$ cat config.mk
export PLATFORM = sky130hd
export DESIGN_NAME = multicycle_ctrl
export DESIGN_NICKNAME = d
export VERILOG_FILES = /design/src/rtl/mips_ctrl_pkg.sv /design/src/rtl/multicycle_ctrl_outdec.sv /design/src/rtl/multicycle_ctrl.sv
export SDC_FILE = /design/constraint.sdc
export NUM_CORES = 1
export LEC_CHECK = 0
export BUFFER_PORTS_ARGS = -buffer_cell sky130_fd_sc_hd__clkbuf_2
export CAP_MARGIN = 20
export CORE_UTILIZATION = 35
export CTS_BUF_LIST = sky130_fd_sc_hd__clkbuf_16
export DETAILED_ROUTE_END_ITERATION = 16
export PLACE_DENSITY = 0.72
export SLEW_MARGIN = 20
export SYNTH_ARGS = -nofsm -noshare
export SYNTH_HDL_FRONTEND = slang
export SYNTH_SLANG_ARGS = --single-unit
$ cat constraint.sdc
create_clock -name clk -period 2.05 [get_ports clk]
set_input_delay 0.205 -clock clk [delete_from_list [all_inputs] [get_ports clk]]
set_output_delay 0.205 -clock clk [all_outputs]
set_load 0.05 [all_outputs]
$ cat src/rtl/mips_ctrl_pkg.sv
// ---------------------------------------------------------------------------
// mips_ctrl_pkg : state, opcode and control-word definitions (rev 1.0)
// ---------------------------------------------------------------------------
`default_nettype none

package mips_ctrl_pkg;

  typedef enum logic [3:0] {
    FETCH   = 4'd0,
    DECODE  = 4'd1,
    MEMADR  = 4'd2,
    MEMRD   = 4'd3,
    MEMWB   = 4'd4,
    MEMWR   = 4'd5,
    RTYPEEX = 4'd6,
    RTYPEWB = 4'd7,
    BEQEX   = 4'd8,
    ADDIEX  = 4'd9,
    ADDIWB  = 4'd10,
    JEX     = 4'd11
  } state_t;

  localparam logic [5:0] OP_RTYPE = 6'b000000;
  localparam logic [5:0] OP_LW    = 6'b100011;
  localparam logic [5:0] OP_SW    = 6'b101011;
  localparam logic [5:0] OP_BEQ   = 6'b000100;
  localparam logic [5:0] OP_ADDI  = 6'b001000;
  localparam logic [5:0] OP_J     = 6'b000010;

  localparam logic [1:0] ALUOP_ADD   = 2'b00;
  localparam logic [1:0] ALUOP_SUB   = 2'b01;
  localparam logic [1:0] ALUOP_FUNCT = 2'b10;

  localparam logic [1:0] ALUSRCB_B     = 2'b00;
  localparam logic [1:0] ALUSRCB_FOUR  = 2'b01;
  localparam logic [1:0] ALUSRCB_IMM   = 2'b10;
  localparam logic [1:0] ALUSRCB_IMMSH = 2'b11;

  localparam logic [1:0] PCSRC_ALU    = 2'b00;
  localparam logic [1:0] PCSRC_ALUOUT = 2'b01;
  localparam logic [1:0] PCSRC_JUMP   = 2'b10;

  typedef struct packed {
    logic       pcwrite;
    logic       branch;
    logic       iord;
    logic       irwrite;
    logic       memen;
    logic       memwrite;
    logic       regdst;
    logic       memtoreg;
    logic       regwrite;
    logic       alusrca;
    logic [1:0] alusrcb;
    logic [1:0] pcsrc;
    logic [1:0] alu_op;
    logic       instr_done;
    logic       illegal_op;
  } ctrl_t;

  function automatic logic is_supported(input logic [5:0] op);
    return (op == OP_RTYPE) || (op == OP_LW) || (op == OP_SW) ||
           (op == OP_BEQ) || (op == OP_ADDI) || (op == OP_J);
  endfunction

endpackage

`default_nettype wire

$ cat src/rtl/multicycle_ctrl_outdec.sv
// ---------------------------------------------------------------------------
// multicycle_ctrl_outdec : state-to-control-word decoder (rev 1.0)
// ---------------------------------------------------------------------------
`default_nettype none

module multicycle_ctrl_outdec
  import mips_ctrl_pkg::*;
#(
  parameter bit FETCH_ONLY_PCINC = 1'b1
) (
  input  state_t      state,
  input  logic [5:0]  opcode,
  input  logic        mem_ready,
  output ctrl_t       ctrl
);

  always_comb begin
    ctrl = '0;
    case (state)
      FETCH: begin
        ctrl.memen   = 1'b1;
        ctrl.alusrcb = FETCH_ONLY_PCINC ? ALUSRCB_FOUR : ALUSRCB_B;
        ctrl.irwrite = mem_ready;
        ctrl.pcwrite = mem_ready;
      end
      DECODE: begin
        // ALU precomputes the branch target while the opcode is decoded
        ctrl.alusrcb    = ALUSRCB_IMMSH;
        ctrl.illegal_op = !is_supported(opcode);
      end
      MEMADR: begin
        ctrl.alusrca = 1'b1;
        ctrl.alusrcb = ALUSRCB_IMM;
      end
      MEMRD: begin
        ctrl.memen = 1'b1;
        ctrl.iord  = 1'b1;
      end
      MEMWB: begin
        ctrl.memtoreg   = 1'b1;
        ctrl.regwrite   = 1'b1;
        ctrl.instr_done = 1'b1;
      end
      MEMWR: begin
        ctrl.memen      = 1'b1;
        ctrl.memwrite   = 1'b1;
        ctrl.iord       = 1'b1;
        ctrl.instr_done = mem_ready;
      end
      RTYPEEX: begin
        ctrl.alusrca = 1'b1;
        ctrl.alusrcb = ALUSRCB_B;
        ctrl.alu_op  = ALUOP_FUNCT;
      end
      RTYPEWB: begin
        ctrl.regdst     = 1'b1;
        ctrl.regwrite   = 1'b1;
        ctrl.instr_done = 1'b1;
      end
      BEQEX: begin
        ctrl.alusrca    = 1'b1;
        ctrl.alusrcb    = ALUSRCB_B;
        ctrl.alu_op     = ALUOP_SUB;
        ctrl.pcsrc      = PCSRC_ALUOUT;
        ctrl.branch     = 1'b1;
        ctrl.instr_done = 1'b1;
      end
      ADDIEX: begin
        ctrl.alusrca = 1'b1;
        ctrl.alusrcb = ALUSRCB_IMM;
        ctrl.alu_op  = ALUOP_ADD;
      end
      ADDIWB: begin
        ctrl.regwrite   = 1'b1;
        ctrl.instr_done = 1'b1;
      end
      JEX: begin
        ctrl.pcsrc      = PCSRC_JUMP;
        ctrl.pcwrite    = 1'b1;
        ctrl.instr_done = 1'b1;
      end
      default: ctrl = '0;
    endcase
  end

endmodule

`default_nettype wire

$ cat src/rtl/multicycle_ctrl.sv
// ---------------------------------------------------------------------------
// multicycle_ctrl : Moore control FSM for the multi-cycle MIPS datapath (rev 1.0)
// ---------------------------------------------------------------------------
`default_nettype none

module multicycle_ctrl
  import mips_ctrl_pkg::*;
#(
  parameter bit FETCH_ONLY_PCINC = 1'b1
) (
  input  logic       clk,
  input  logic       rst,
  input  logic [5:0] opcode,
  input  logic       zero,
  input  logic       mem_ready,
  output logic       pcen,
  output logic       iord,
  output logic       irwrite,
  output logic       memen,
  output logic       memwrite,
  output logic       regdst,
  output logic       memtoreg,
  output logic       regwrite,
  output logic       alusrca,
  output logic [1:0] alusrcb,
  output logic [1:0] pcsrc,
  output logic [1:0] alu_op,
  output logic       instr_done,
  output logic       illegal_op
);

  state_t state;
  state_t next_state;
  ctrl_t  dec;
  ctrl_t  ctrl;

  always_ff @(posedge clk) begin
    if (rst) state <= FETCH;
    else     state <= next_state;
  end

  always_comb begin
    next_state = FETCH;
    case (state)
      FETCH:   next_state = mem_ready ? DECODE : FETCH;
      DECODE: begin
        case (opcode)
          OP_LW, OP_SW: next_state = MEMADR;
          OP_RTYPE:     next_state = RTYPEEX;
          OP_BEQ:       next_state = BEQEX;
          OP_ADDI:      next_state = ADDIEX;
          OP_J:         next_state = JEX;
          default:      next_state = FETCH;
        endcase
      end
      MEMADR:  next_state = (opcode == OP_LW) ? MEMRD : MEMWR;
      MEMRD:   next_state = mem_ready ? MEMWB : MEMRD;
      MEMWR:   next_state = mem_ready ? FETCH : MEMWR;
      RTYPEEX: next_state = RTYPEWB;
      ADDIEX:  next_state = ADDIWB;
      default: next_state = FETCH;
    endcase
  end

  multicycle_ctrl_outdec #(
    .FETCH_ONLY_PCINC(FETCH_ONLY_PCINC)
  ) u_outdec (
    .state     (state),
    .opcode    (opcode),
    .mem_ready (mem_ready),
    .ctrl      (dec)
  );

  // Reset silences every strobe in the same cycle, even mid-access
  assign ctrl = rst ? '0 : dec;

  assign pcen       = ctrl.pcwrite | (ctrl.branch & zero);
  assign iord       = ctrl.iord;
  assign irwrite    = ctrl.irwrite;
  assign memen      = ctrl.memen;
  assign memwrite   = ctrl.memwrite;
  assign regdst     = ctrl.regdst;
  assign memtoreg   = ctrl.memtoreg;
  assign regwrite   = ctrl.regwrite;
  assign alusrca    = ctrl.alusrca;
  assign alusrcb    = ctrl.alusrcb;
  assign pcsrc      = ctrl.pcsrc;
  assign alu_op     = ctrl.alu_op;
  assign instr_done = ctrl.instr_done;
  assign illegal_op = ctrl.illegal_op;

endmodule

`default_nettype wire

==> impl_metrics.toml, run 1 <==
[worst_setup_path]
endpoint_kind = "output port"
endpoint = "pcen"
crit_cells = 4
crit_slowest_cell = "dfxtp_1"
critPathKind = "flop to output port"
crit_path_max_fanout = 12
slowest_delay_ns = 0.56
cp.required_ns = 1.85
crit_family = "flip-flops"
crit_start = "state[3]"
r2r-end = "state[2]"
worst-r2r-cell-count = 5
rr_startpoint = "state[2]"
cp-start-kind = "flop"
cp_cell_sequence = "mux2_2, a2bb2oi_1, nor3_2, clkbuf_2"
path_buf_inv = 1
r2r_slack_ns = 0.37
crit_arrival_ns = 1.70

[sta]
min_period_over_period_pct = 92.9
rsz0062_at_grt = "no"
min_period_ns = 1.90
drv_slew = 0
final.setup.worst_slack_ns = 0.146
setup_viol = 0
max_freq_mhz = 525
finalHoldViolCount = 0
slew_headroom_pct = 68.0
skew_ns = 0.00173
worst_pin_slew_ns = 0.480
timing.hold.ws_ns = 0.352

[global_routing]
use_met3_pct = 8.40
grtUsageTotal_pct = 19.2
overflow = 0
top_usage_layer = "met2"
antenna_found_initial = 0
grt_max_degree = 20
grt_use_met1_pct = 24.3
grt_util_met2_pct = 29.9
grt_pass1_wl_um = 2770
grt_pass1_vias = 642

[logic_synthesis]
netlist_top_cells_area = "dfxtp_1 12%, nor4_1 6.7%, a21oi_1 6.2%"
synth_xor_area_share_pct = 4.04
yosysTopAreaCellShare_pct = 12.3
synth_area_per_cell_um2 = 7.23
synth_compound_area_share_pct = 30.4
muxShareOfSynthArea_pct = 1.73
ys_types = 40
seq_area_frac_synth_pct = 12.3
yosys.area.top_type = "dfxtp_1"
async_reset_ff_share_pct = 0
ys_warn_count = 0
synthSimpleGateAreaFrac_pct = 40.0
synth_edf_count = 0
synth-seq-cells = 4
syn_nets = 100
synth_fa_ha_area_share_pct = 0
yosys_most_used_dff = "dfxtp_1"
synth_top_family_by_area = "simple AND/OR/NAND/NOR gates"
synthCells = 90
synth_area_um2 = 651

[final_layout]
layout-drive-gt1-share_pct = 37.7
syn2layout_area_growth_pct = 35.4
nets = 126
largest_reg_flops = 4
stdcell_count = 139
largest-register = "state"
top_regs = "state: 4 flops"
diodes = 0
final_util_pct = 51.0

[detailed_routing]
drc = 0
firstDrtPassIters = 4
drt_iter0_markers = 10
drt-vias-per-instance = 5.45
ant_nets = 0
vias = 757
wl_per_cell_um = 12.4
drt-total-wl_um = 1730

[clock_network]
clkTransAtPathRegs_ns = 0.03
ctsResizeCount = 0
cts_made_buffers = 3
clock_insertion_delay_worst_skew_ns = 0.22
cts-root-buf = "clkbuf_16"
numClockSinks = 4
cts_setup_buffers = 0
htreeDepth = 1
hold_buffers = 0
cts_tree = "built"
clk_path_buf_depth = 2

[floorplan]
ios = 27
core_area_mm2 = 0.00173
die_area_mm2 = 0.00204
rows = 15
initial_utilization_pct = 37.7
die_x_um = 45.1
die_h_um = 45.1

[pwr]
p_leak_nw = 0.350
finalPower_mw = 0.493
peakVddDrop_mv = 0.600
power_density_mw_per_mm2 = 560

[place]
gp_congestion = 0.848
placed_cells = 136
io_buffers = 26
dp_hpwl_um = 1330
dp_slack_ns = 0.377

[status]
outcome = "complete, no violations"

[min_path]
hold_path_class = "input pin to flop"

[run]
drv_cap = 0
==> report_power, final <==
| part | internal, mW | switching [mW] | total, mW | leakage [nW] |
|---|---|---|---|---|
| Combinational | 0.0324 | 0.0721 | 0.105 | 0.281 |
| Sequential | 0.0801 | 0.00254 | 0.0827 | 0.0325 |
| Clock | 0.249 | 0.0563 | 0.306 | 0.0370 |
==> per-layer routing <==
metal	up-vias	share of wire, %
met5	-	0
met4	0	0
met3	0	5.0
met2	17	52
met1	348	43
li1	392	-
==> worst reg2reg max path: cells and delay by family (launching register included) <==
kind	cells	cell delay (ns)
simple gates	1	0.35
flops	1	0.60
buf+inv	1	0.28
compound gates	3	0.37
==> cells in the mapped netlist (2+ instances only) <==
cell type and instances:
nand3_1 2, o21ai_1 4, or3b_1 2, inv_1 2, nor2_1 6, buf_2 4, nand3b_1 3, nand2b_1 5
xor2_1 2, o21ai_0 2, nor2b_1 3, a2111oi_2 2, nor3_1 7, nor4_1 7, nand2_1 3, a21oi_1 8
dfxtp_1 4, buf_4 2
==> per-stage QoR <==
step | area, um2 | setup TNS [ns]
after floorplan | 672 | -0.897
after global placement | 806 | 0
after detailed placement | 806 | 0
after CTS | 881 | 0
after global routing | 881 | 0
final | 881 | 0
==> layout by cell type, fill, tap and decap left out, types with 4 or more instances in the layout <==
master	count
clkbuf_2	26
a21oi_1	8
nor2_1	6
nor4_1	6
nor3_1	5
nand2b_1	5
o21ai_1	4
dfxtp_1	4
==> final cells by class <==
cell class	count	area (um2)
sequential	4	80.1
clock buffer	3	75.1
tap	25	31.3
fill	176	846
timing repair buffer	29	153
inverter	3	25.0
multi-input combinational	75	517
==> how the worst min path moves through the flow <==
stage / start / endpoint / slack [ns] / cells past startpoint
detailed placement: opcode[5] / state[0] / 0.57 / 4
floorplan: opcode[5] / state[0] / 0.39 / 3
global placement: state[0] / state[3] / 0.56 / 2
finish: opcode[0] / state[0] / 0.35 / 4
CTS: opcode[5] / state[0] / 0.35 / 4
global route: opcode[5] / state[0] / 0.40 / 4
==> cells by family after synthesis <==
kind of cell	after synthesis
compound gates	28
simple gates	43
mux	1
flops	4
xor+xnor	3
buf+inv	11
(Power assumes the default switching activity.)
==> run 2: changes to the inputs <==
- MAX_ROUTING_LAYER: unset -> met4
==> run 2 against run 1 <==
Compared with the run above: routed wire length decreased by 0.41%; total power about the same; final cell count unchanged; sequential power about the same; fmax decreased by 0.37%; global-route usage increased by 0.57 points; critical path depth unchanged; sequential share of layout area unchanged; cell area unchanged; via count increased by 0.92%; largest power group unchanged; highest routed layer is now met4.
==> impl_metrics.toml, run 2 (synthesis results as in run 1) <==
[worst_setup_path]
cp-start-kind = "flop"
crit_arrival_ns = 1.71
crit_path_max_fanout = 12
cp.required_ns = 1.85
endpoint_kind = "output port"
critPathKind = "flop to output port"

[floorplan]
initial_utilization_pct = 37.7
die_x_um = 45.1
die_h_um = 45.1
rows = 15
ios = 27
die_area_mm2 = 0.00204
core_area_mm2 = 0.00173

[clock_network]
cts_tree = "built"
clock_insertion_delay_worst_skew_ns = 0.22
hold_buffers = 0
cts_made_buffers = 3
numClockSinks = 4
ctsResizeCount = 0
clkTransAtPathRegs_ns = 0.03
cts_setup_buffers = 0
cts-root-buf = "clkbuf_16"
htreeDepth = 1
clk_path_buf_depth = 2

[pwr]
finalPower_mw = 0.493
p_clk_share_pct = 62.0
power_density_mw_per_mm2 = 559
power_frac_comb_pct = 21.2
p_leak_nw = 0.350
switchingPower_mw = 0.131
p_seq_share_pct = 16.8
p_sw_share_pct = 26.5
peakVddDrop_mv = 0.599
power.internal_mw = 0.362

[detailed_routing]
wl_per_cell_um = 12.4
firstDrtPassIters = 4
drc = 0
drt_iter0_markers = 10
ant_nets = 0
drt-total-wl_um = 1720
vias = 764
drt-vias-per-instance = 5.50

[sta]
max_freq_mhz = 523
rsz0062_at_grt = "no"
setup_viol = 0
finalHoldViolCount = 0
worst_pin_slew_ns = 0.476
slew_headroom_pct = 68.2
drv_slew = 0
totalNegativeSetupSlack_ns = 0
min_period_over_period_pct = 93.2
skew_ns = 0.00168
timing.hold.ws_ns = 0.352
min_period_ns = 1.91

[final_layout]
diodes = 0
largest_reg_flops = 4
top_regs = "state: 4 flops"
syn2layout_area_growth_pct = 35.4
layout-drive-gt1-share_pct = 37.7
layout_commonest_cell = "clkbuf_2"
mostFrequentLayoutCells = "26 x clkbuf_2, 8 x a21oi_1, 6 x nor2_1, 6 x nor4_1"
final_util_pct = 51.0
largest-register = "state"
nets = 126
fin_area_um2 = 881

[place]
io_buffers = 26
dp_hpwl_um = 1330
post_dp_cell_area_um2 = 806
gp_congestion = 0.861

[global_routing]
grt_pass1_wl_um = 2770
grt_pass1_vias = 646
overflow = 0
grt_max_degree = 20
antenna_found_initial = 0
grtUsageTotal_pct = 19.7

[run]
drv_cap = 0

[min_path]
hold_path_class = "input pin to flop"

[status]
outcome = "complete, no violations"
[run 2: cell counts in the layout (fill, tap and decap cells not counted)]
No cell type changed its count.
[run 2: critical path: stages (launching register included)]
cell and delay [ns]:
dfxtp_1 0.56, mux2_2 0.39, a2bb2oi_1 0.22, nor3_2 0.06, clkbuf_2 0.25
[run 2: final timing paths]
path         slack (ns)  cells after the start       from       end
max                0.14                      4   state[3]      pcen
min                0.35                      4  opcode[0]  state[0]
max reg2reg        0.38                      5   state[2]  state[2]
min reg2reg        0.58                      2   state[0]  state[3]
[run 2: area by class of cell]
| cell class | count | area [um2] |
|---|---|---|
| clock buffer | 3 | 75.1 |
| multi-input combinational | 75 | 517 |
| sequential | 4 | 80.1 |
| tap | 25 | 31.3 |
| inverter | 3 | 25.0 |
| timing repair buffer | 29 | 153 |
| fill | 176 | 846 |
[run 2: per-stage QoR]
step / worst slack, ns / instances
6_report: 0.139 / 139
3_5_place_dp: 0.377 / 136
2_1_floorplan: -0.307 / 90
4_1_cts: 0.146 / 139
5_1_grt: 0.0399 / 139
3_3_place_gp: 0.377 / 136
[run 2: layer usage]
layer	vias to the layer above	routed length, um	track usage (%)
met5	-	0	-
met4	0	4	4.24
met3	2	75	8.40
met2	15	902	29.9
met1	355	736	24.3
li1	392	-	-
[run 2: power by group through the flow]
stage / sequential, mW / clock (mW) / combinational, mW
after global routing: 0.0831 / 0.319 / 0.114
after floorplan: 0.0835 / 0 / 0.0731
final: 0.0827 / 0.305 / 0.105
after global placement: 0.0836 / 0 / 0.102
after CTS: 0.0828 / 0.310 / 0.104
after detailed placement: 0.0838 / 0 / 0.104
==> run 3: changes to the inputs <==
- PLACE_DENSITY: 0.72 -> 0.75
- clock period: 2.05 -> 1.58 ns (I/O delays scaled with it)
==> run 3 against run 2 <==
Compared with the run above: the flow now finishes with violations (setup timing); hold slack got worse by 0.043 ns; register-to-register slack lost 0.26 ns; first-iteration DRC count up 110%; via count is 22% higher; cell area increased by 48%; count of clock-buffer cells in the layout is the same; setup slack worse by 0.22 ns; critical path type unchanged; highest routed layer unchanged.
==> impl_metrics.toml, run 3 (synthesis results as in run 1) <==
[clock_network]
clkTransAtPathRegs_ns = 0.04
cts_tree = "built"
numClockSinks = 4
cts_made_buffers = 3
clock_insertion_delay_worst_skew_ns = 0.23
clk_path_buf_depth = 2
hold_buffers = 0
cts-root-buf = "clkbuf_16"
htreeDepth = 1

[floorplan]
die_h_um = 45.1
rows = 15
ios = 27
initial_utilization_pct = 37.7
die_x_um = 45.1
die_area_mm2 = 0.00204
core_area_mm2 = 0.00173

[final_layout]
largest_reg_flops = 4
diodes = 0
layout_commonest_cell = "buf_4"
syn2layout_area_growth_pct = 101
stdcell_count = 158
largest-register = "state"
fin_area_mm2 = 0.00131
layout-drive-gt1-share_pct = 62.4
nets = 145
top_regs = "state: 4 flops"
mostFrequentLayoutCells = "18 x buf_4, 12 x clkbuf_2, 7 x buf_6, 6 x a21oi_1, 5 x clkbuf_4"

[worst_setup_path]
cp.required_ns = 1.42
endpoint_kind = "output port"
cp-start-kind = "flop"
critPathKind = "flop to output port"
worst-r2r-cell-count = 5
crit_arrival_ns = 1.50
crit_path_max_fanout = 5

[detailed_routing]
wl_per_cell_um = 17.5
drc = 0
firstDrtPassIters = 4
drt-vias-per-instance = 5.88
vias = 929
drt-total-wl_um = 2770
ant_nets = 0
drt_iter0_markers = 21

[min_path]
hold_path_class = "input pin to flop"
min_path_cells = 4

[global_routing]
grt_pass1_wl_um = 3780
grtUsageTotal_pct = 26.8
overflow = 0
antenna_found_initial = 0
grt_max_degree = 11
grt_pass1_vias = 823

[sta]
slew_headroom_pct = 71.2
totalNegativeSetupSlack_ns = -0.140
final.setup.worst_slack_ns = -0.0790
drv_slew = 0
skew_ns = 0.00790
finalHoldViolCount = 0
max_freq_mhz = 603
setup_viol = 5
min_period_ns = 1.66
min_period_over_period_pct = 105
rsz0062_at_grt = "yes"
worst_pin_slew_ns = 0.431

[place]
io_buffers = 26
dp_hpwl_um = 1550
placed_cells = 151
gp_congestion = 0.826
dp_slack_ns = 0.0741
post_dp_cell_area_mm2 = 0.00102

[pwr]
finalPower_mw = 0.708
p_leak_nw = 0.494
power_density_mw_per_mm2 = 542
peakVddDrop_mv = 0.744

[status]
outcome = "finished, violations left"
violations = "setup timing"

[run]
drv_cap = 0
[run 3: cell types whose count changed in the layout (fill, tap and decap cells not counted), sizes merged]
cell / previous run / this run
clkbuf: 29 / 22
buf: 3 / 29
[run 3: cell type report]
type	count	area, um2
repair buffers	48	389
well taps	25	31.3
multi-input cells	75	692
fillers	121	422
flip-flops and latches	4	92.6
inverters	3	25.0
clock buffers	3	75.1
[run 3: final timing paths]
path	slack, ns	end	startpoint
setup / recovery	-0.08	memen	state[0]
hold / removal	0.31	state[2]	opcode[5]
setup reg to reg	0.12	state[1]	state[3]
hold reg to reg	0.62	state[3]	state[2]
[run 3: stage by stage]
stage | utilization, % | hold WS (ns)
detailed placement | 59.3 | 0.530
CTS | 69.4 | 0.297
global placement | 59.3 | 0.521
finish | 75.6 | 0.309
floorplan | - | 0.339
global route | 75.6 | 0.338
[run 3: layer usage]
layer / GRT usage [%] / share of wire, % / vias up
met2: 41.7 / 52 / 45
li1: - / - / 428
met3: 3.60 / 4.6 / 12
met4: 13.9 / 4.0 / 0
met5: - / 0 / -
met1: 33.4 / 39 / 444
[run 3: timing repair]
| action | 4_1_cts | 5_1_grt |
|---|---|---|
| setup buffers | 0 | 3 |
| gates resized for setup | 29 | 27 |
| setup endpoints to repair | 16 | 12 |
| cloned | 0 | 1 |
| pin swaps | 1 | 5 |
[run 3: critical path: stages, from the launching register on]
cell and delay, ns:
dfxtp_2 0.33, buf_6 0.13, nor2b_4 0.14, nor3_2 0.20
a21oi_2 0.07, nor3_2 0.19, clkbuf_8 0.21
[run 3: where the power goes]
part	internal (mW)	switching (mW)
Combinational	0.0744	0.123
Sequential	0.0996	0.00309
Clock	0.325	0.0836
